**config.mk**
```make
export PLATFORM = sky130hd
export DESIGN_NAME = memory_writeback_stage
export DESIGN_NICKNAME = d
export VERILOG_FILES = /design/src/rtl/memory_writeback_stage.sv
export SDC_FILE = /design/constraint.sdc
export NUM_CORES = 1
export LEC_CHECK = 0
export ABC_AREA = 1
export CORE_MARGIN = 2
export CORE_UTILIZATION = 44
export DETAILED_ROUTE_END_ITERATION = 10
export PLACE_DENSITY = 0.92
export SLEW_MARGIN = 5
export SYNTH_ARGS = -nofsm -noshare
export SYNTH_HDL_FRONTEND = slang
export SYNTH_SLANG_ARGS = --single-unit
```
**constraint.sdc**
```tcl
create_clock -name clk -period 1.9 [get_ports clk]
set_input_delay 0.285 -clock clk [delete_from_list [all_inputs] [get_ports clk]]
set_output_delay 0.285 -clock clk [all_outputs]
set_load 0.01 [all_outputs]
```
**src/rtl/memory_writeback_stage.sv**
```systemverilog
// Memory/writeback pipeline stage.
// ALU results retire one cycle after acceptance. Loads and stores are latched,
// and the stage holds in ACCESS with the upstream register stalled until the
// data memory acknowledges. If no acknowledge arrives within TIMEOUT cycles,
// the access is aborted and a sticky error flag is set.
module memory_writeback_stage #(
   parameter int TIMEOUT = 8
) (
   input  logic        clk,
   input  logic        rst,
   input  logic        wbs_in,
   input  logic        wme_in,
   input  logic        mm_in,
   input  logic        ni_in,
   input  logic [3:0]  rd_in,
   input  logic [15:0] alu_result_in,
   input  logic [15:0] mem_data_in,
   output logic        stall_out,
   output logic        dmem_req,
   output logic        dmem_we,
   output logic [15:0] dmem_addr,
   output logic [15:0] dmem_wdata,
   input  logic        dmem_ack,
   input  logic [15:0] dmem_rdata,
   output logic        rf_we,
   output logic [3:0]  rf_waddr,
   output logic [15:0] rf_wdata,
   output logic        err,
   output logic [15:0] retire_count
);

   // The counter must be able to hold the value TIMEOUT itself.
   localparam int CW = (TIMEOUT < 2) ? 1 : $clog2(TIMEOUT + 1);

   typedef enum logic [0:0] {
      ST_IDLE   = 1'b0,
      ST_ACCESS = 1'b1
   } state_t;

   state_t          r_state;
   state_t          w_state_nxt;

   logic            r_lat_wme;
   logic            r_lat_wbs;
   logic [3:0]      r_lat_rd;
   logic [15:0]     r_lat_addr;
   logic [15:0]     r_lat_data;
   logic [CW-1:0]   r_count;

   logic            r_rf_we;
   logic [3:0]      r_rf_waddr;
   logic [15:0]     r_rf_wdata;
   logic            r_err;
   logic [15:0]     r_retire;

   logic            w_idle;
   logic            w_access;
   logic            w_accept;
   logic            w_is_mem;
   logic            w_alu_accept;
   logic            w_mem_accept;
   logic            w_ack;
   logic            w_timeout;

   // Classify the incoming op and detect completion / abort of an access.
   always_comb begin
      w_idle       = (r_state == ST_IDLE);
      w_access     = (r_state == ST_ACCESS);
      w_accept     = w_idle & ~ni_in;
      w_is_mem     = wme_in | mm_in;
      w_alu_accept = w_accept & ~w_is_mem;
      w_mem_accept = w_accept & w_is_mem;
      w_ack        = w_access & dmem_ack;
      // An acknowledge in the final allowed cycle still completes normally.
      w_timeout    = w_access & ~dmem_ack & (r_count == CW'(TIMEOUT));
   end

   // Next-state logic for the IDLE/ACCESS controller.
   always_comb begin
      w_state_nxt = r_state;
      case (r_state)
         ST_IDLE: begin
            if (w_mem_accept) begin
               w_state_nxt = ST_ACCESS;
            end else begin
               w_state_nxt = ST_IDLE;
            end
         end
         ST_ACCESS: begin
            if (w_ack || w_timeout) begin
               w_state_nxt = ST_IDLE;
            end else begin
               w_state_nxt = ST_ACCESS;
            end
         end
         default: begin
            w_state_nxt = ST_IDLE;
         end
      endcase
   end

   // State register.
   always_ff @(posedge clk) begin
      if (rst) begin
         r_state <= ST_IDLE;
      end else begin
         r_state <= w_state_nxt;
      end
   end

   // Latch the memory op on acceptance and count the cycles spent in ACCESS.
   always_ff @(posedge clk) begin
      if (rst) begin
         r_lat_wme  <= 1'b0;
         r_lat_wbs  <= 1'b0;
         r_lat_rd   <= 4'd0;
         r_lat_addr <= 16'd0;
         r_lat_data <= 16'd0;
         r_count    <= CW'(0);
      end else if (w_mem_accept) begin
         r_lat_wme  <= wme_in;
         r_lat_wbs  <= wbs_in;
         r_lat_rd   <= rd_in;
         r_lat_addr <= alu_result_in;
         r_lat_data <= mem_data_in;
         r_count    <= CW'(1);
      end else if (w_access && !w_ack && !w_timeout) begin
         r_count    <= r_count + CW'(1);
      end
   end

   // Register-file write port: one-cycle pulse, address/data hold between writes.
   always_ff @(posedge clk) begin
      if (rst) begin
         r_rf_we    <= 1'b0;
         r_rf_waddr <= 4'd0;
         r_rf_wdata <= 16'd0;
      end else begin
         r_rf_we <= 1'b0;
         if (w_alu_accept) begin
            r_rf_we <= wbs_in;
            if (wbs_in) begin
               r_rf_waddr <= rd_in;
               r_rf_wdata <= alu_result_in;
            end
         end else if (w_ack && !r_lat_wme) begin
            // Only loads write back; a completed store leaves the port idle.
            r_rf_we <= r_lat_wbs;
            if (r_lat_wbs) begin
               r_rf_waddr <= r_lat_rd;
               r_rf_wdata <= dmem_rdata;
            end
         end
      end
   end

   // Sticky timeout flag.
   always_ff @(posedge clk) begin
      if (rst) begin
         r_err <= 1'b0;
      end else if (w_timeout) begin
         r_err <= 1'b1;
      end
   end

   // Retired-instruction counter; aborted accesses do not retire.
   always_ff @(posedge clk) begin
      if (rst) begin
         r_retire <= 16'd0;
      end else if (w_alu_accept || w_ack) begin
         r_retire <= r_retire + 16'd1;
      end
   end

   assign stall_out    = w_access;
   assign dmem_req     = w_access;
   assign dmem_we      = w_access & r_lat_wme;
   assign dmem_addr    = r_lat_addr;
   assign dmem_wdata   = r_lat_data;
   assign rf_we        = r_rf_we;
   assign rf_waddr     = r_rf_waddr;
   assign rf_wdata     = r_rf_wdata;
   assign err          = r_err;
   assign retire_count = r_retire;

endmodule

```
; Yosys cells after proc, flatten, opt, wreduce, memory -nomap -nowiden
; Index checks and enable logic that the tools add are counted.
[word_totals]
inputBits = 59
output_inout_bits = 73
wordCells = 57
register_bits = 81
[classes]
add_sub_neg = 2
n_eq_ne = 2
bitwise_logic = 12
mux = 15
reduce_logical = 13
[op_table]
columns = operator, count
row1 = 16-bit two-way mux, 4
row2 = 16-bit by 1-bit adder with 16-bit output (second input constant), 1
row3 = 4-bit two-way mux, 4
row4 = 1-bit bitwise AND, 7
row5 = 1-bit two-way mux, 6
row6 = 2-bit nonzero test, 3
row7 = 4-bit by 1-bit adder with 4-bit output (second input constant), 1
row8 = 4-bit equality test (second input constant), 1
row9 = 1-bit NOT, 4
row10 = 1-bit logical AND, 3
row11 = 1-bit zero test, 3
row12 = 3-bit AND reduction, 1
row13 = 1-bit logical OR, 2
row14 = 2-bit inequality test (second input constant), 1
row15 = 1-bit case mux with 2 select lines, 1
row16 = 2-bit OR reduction, 1
row17 = 1-bit bitwise OR, 1

; Longest topological paths before layout
; Gate-level depths: netlist of run 1.
[depth]
depth_word = 7
ltp_mapped = 9
mapped_depth_nobuf = 8

; Worst setup path after synthesis of run 1
; OpenSTA, ideal clock, no wires.
[synth_timing]
kind = register -> register
startpoint = reg r_retire[0], in the netlist retire_count[0]
endpoint = reg r_retire[10], in the netlist retire_count[10]
synth_period_minus_slack_ps = 1395
arrival_ps = 1282
path_slack_ps = 505
path_stages_with_launch = 7
required_time_ps = 1787
n_path_buf = 0
setup_ps = 113
cell_sequence = dfxtp_1 > ha_1 > nand2_1 > nor3_1 > nand3_1 > nor2_1 > nor2_1
[synth_between]
elab_chain_len = 1
[synth_lines]
columns = element, line
row1 = from (decl), 54  ; logic [15:0] r_retire;
row2 = from (signal assigned), 171  ; r_retire <= r_retire + 16'd1;
row3 = 16-bit by 1-bit adder with 16-bit output, 171
; Every way passes these cells.
; A chain may end at the register's enable or synchronous reset.

; Worst setup path after layout of run 1
[layout_timing]
startpoint = reg r_state, in the netlist dmem_req
endpoint = out dmem_we
[layout_between]
elab_chain_len = 1
[layout_lines]
columns = element, line
row1 = from (decl), 40  ; state_t r_state;
row2 = from (signal assigned), 107  ; r_state <= w_state_nxt;
row3 = 1-bit bitwise AND, 177  ; assign dmem_we = w_access & r_lat_wme;
row4 = to (decl), 20  ; output logic dmem_we,
; Every way passes these cells.

==> results.toml, run 1 <==
[placement]
pre_cts_ws_ns = 0.04539
dpl.hpwl_um = 6541
port_buffers = 131
gp_congestion = 0.8810

[logic_synthesis]
synth_warnings = 0
ys_seq_elements = 81
synth_area_um2 = 3393
syn_area_per_cell_um2 = 7.144
ys_types = 27
synth_top_area_cell = "dfxtp_1"
synth_nets = 537
yosys-top-cells-area = "dfxtp_1, nor2_1, o21ai_0, nand2_1, inv_1"
synth_top_area_share_pct = 47.79
syn_inst = 475
ys_seq_area_share_pct = 47.79

[timing]
period_needed_ns = 1.734
worst_slack_ns = 0.1656
fmax_mhz = 576.6
hold_viol_final = 0
setup_viol = 0
worst_pin_slew_ns = 0.5151
rsz0062_at_grt = "false"
report.final.slew_viol_count = 0
finalCritPeriodShare_pct = 91.29
skew_ns = 0.007915
tns_ns = 0
slew_headroom_pct = 65.39

[global_routing]
grt.overflow.total = 0
grt_max_degree = 75
antenna_found_initial = 0
grt_usage_pct = 21.68
grt_pass1_vias = 3374
grt_pass1_wl_um = 14930

[min_path]
min_path_type = "register to register"

[worst_setup_path]
path_delay_family = "buffers and inverters"
crit_arrival_ns = 1.45
cp-start-kind = "register"
cp.required_ns = 1.62
path_cells = "nand2_1 > inv_1 > clkdlybuf4s50_1"
end_kind = "output port"
path_buf_inv = 2
worst_path_max_delay_cell = "clkdlybuf4s50_1"
crit_fanout = 7
worstSetupPathType = "register to output port"
max_stage_delay_ns = 0.54

[clocking]
cts_buffer_depth = 2
cts_setup_buffers = 0
postCtsHoldBufs = 0
htreeDepth = 3
numCtsBuffers = 9
clkSinkCount = 81
cts_root_buf = "clkbuf_8"
clk_pin_slew_ns = 0.08
cts_tree = "yes"
insertion_delay_ns = 0.35

[floorplanning]
rows = 32
die_w_um = 91.82
die_h_um = 91.82
io_pins = 132
initial_utilization_pct = 44.61
core-area_um2 = 7607
dieArea_um2 = 8430

[final_layout]
area.growth.synth_to_final_pct = 46.02
final_nets = 662
fillCellCount = 648
drive_gt1_share_pct = 6.116
antennaDiodeCount = 0
layout_commonest_cell = "clkdlybuf4s50_1"
final_cell_mix = "clkdlybuf4s50_1, nor2_1, dfxtp_1"

[route]
drc = 0
vias_per_cell = 4.946
first_pass_iters = 4
num_vias = 3497
ant_nets = 0
wl_um = 8928
drt_iter0_drc = 119
wire_per_inst_um = 12.63

[pwr]
p_leak_nw = 2.088
p_per_area_nw_per_um2 = 752.9
vdd_ir_drop_max_mv = 0.5161
design_power_total_w = 0.003731

[flow_run]
maxCapViolations = 0

[run_status]
outcome = "finished, final reports clean"
-- routing by layer --
layer | global-route usage, % | wire length, um | vias to the layer above
li1 | - | - | 1755
met1 | 25.10 | 3702 | 1604
met2 | 37.25 | 4334 | 125
met3 | 7.067 | 722 | 13
met4 | 8.209 | 168 | 0
met5 | 0 | 0 | -
-- metrics by stage --
step / instances / utilization (%) / hold WS [ns] / instance area [um2]
after floorplan: 475 / - / 0.3541 / 3393
after global placement: 691 / 62.48 / 0.4363 / 4753
after detailed placement: 691 / 62.48 / 0.4681 / 4753
after CTS: 707 / 65.12 / 0.4825 / 4954
after global routing: 707 / 65.13 / 0.5029 / 4955
final: 707 / 65.13 / 0.4788 / 4955
-- what timing repair did --
action | in CTS | in global routing
gates resized for setup | 0 | 1
endpoints found under the hold margin | 0 | 0
setup endpoints to repair | 0 | 1
-- path summary, 6_finish.rpt --
check                                from                       endpoint  slack (ns)  cells after the start
max                   dmem_req$_SDFF_PP0_                        dmem_we        0.17                      3
min               r_count[3]$_SDFFE_PP0P_        r_count[3]$_SDFFE_PP0P_        0.48                      1
max reg2reg  retire_count[0]$_SDFFE_PP0P_  retire_count[12]$_SDFFE_PP0P_        0.32                      7
min reg2reg       r_count[3]$_SDFFE_PP0P_        r_count[3]$_SDFFE_PP0P_        0.48                      1
-- sequential cells by signal (all words and copies together) (netlist names) --
register and cells:
rf_waddr 4, r_lat_wbs 1, retire_count 16, r_lat_rd 4, rf_we 1, dmem_req 1
r_lat_wme 1, dmem_addr 16, err 1, r_count 4, dmem_wdata 16, rf_wdata 16
-- cells by family (layout without fill, tap and decap cells) --
kind of cell | after synthesis | count (layout) | synth area share, %
buffers and inverters | 62 | 192 | 8.518
and+or+nand+nor | 224 | 224 | 26.81
adders and majority gates | 3 | 3 | 1.106
DFF | 81 | 81 | 47.79
xor gates and xnor gates | 1 | 1 | 0.2582
AOI/OAI and AO/OA | 104 | 104 | 15.52
-- synthesized netlist by cell type --
master    number
a21oi_1       23
a31oi_1        1
buf_1          1
buf_2         10
buf_4          1
buf_6          5
clkbuf_1       7
dfxtp_1       81
ha_1           3
inv_1         34
inv_2          3
inv_4          1
nand2_1       71
nand2_2        4
nand2_4        1
nand3_1       10
nand3b_1       1
nand4_1        4
nor2_1       126
nor2_2         1
nor2_4         2
nor3_1         3
nor3b_1        1
o21ai_0       75
o21ai_1        3
o21bai_1       2
xor2_1         1
-- final cells by class --
cell class	instances	area (um2)	share of cell area, %
well taps	102	127.6	2.576
flip-flops and latches	81	1623	32.75
inverters	38	145.1	2.929
clock buffers	9	123.9	2.500
multi-input cells	332	1483	29.92
clock inverters	7	76.32	1.540
repair buffers	138	1376	27.78
-- power breakdown --
group | switching, W | internal (W) | leakage, nW
logic | 0.000284 | 0.000329 | 1.33
clock network | 0.000651 | 0.000619 | 0.0966
registers | 0.0000547 | 0.00179 | 0.664
(Power assumes the default switching activity.)
==> run 2, diff against run 1 <==
--- a/config.mk
+++ b/config.mk
@@ -6,6 +6,7 @@
 export NUM_CORES = 1
 export LEC_CHECK = 0
 export ABC_AREA = 1
+export ABC_CLOCK_PERIOD_IN_PS = 1900
 export CORE_MARGIN = 2
 export CORE_UTILIZATION = 44
 export DETAILED_ROUTE_END_ITERATION = 10
==> results of run 2 <==
Same layout as run 1: the final DEF is identical, and so are final timing and power.
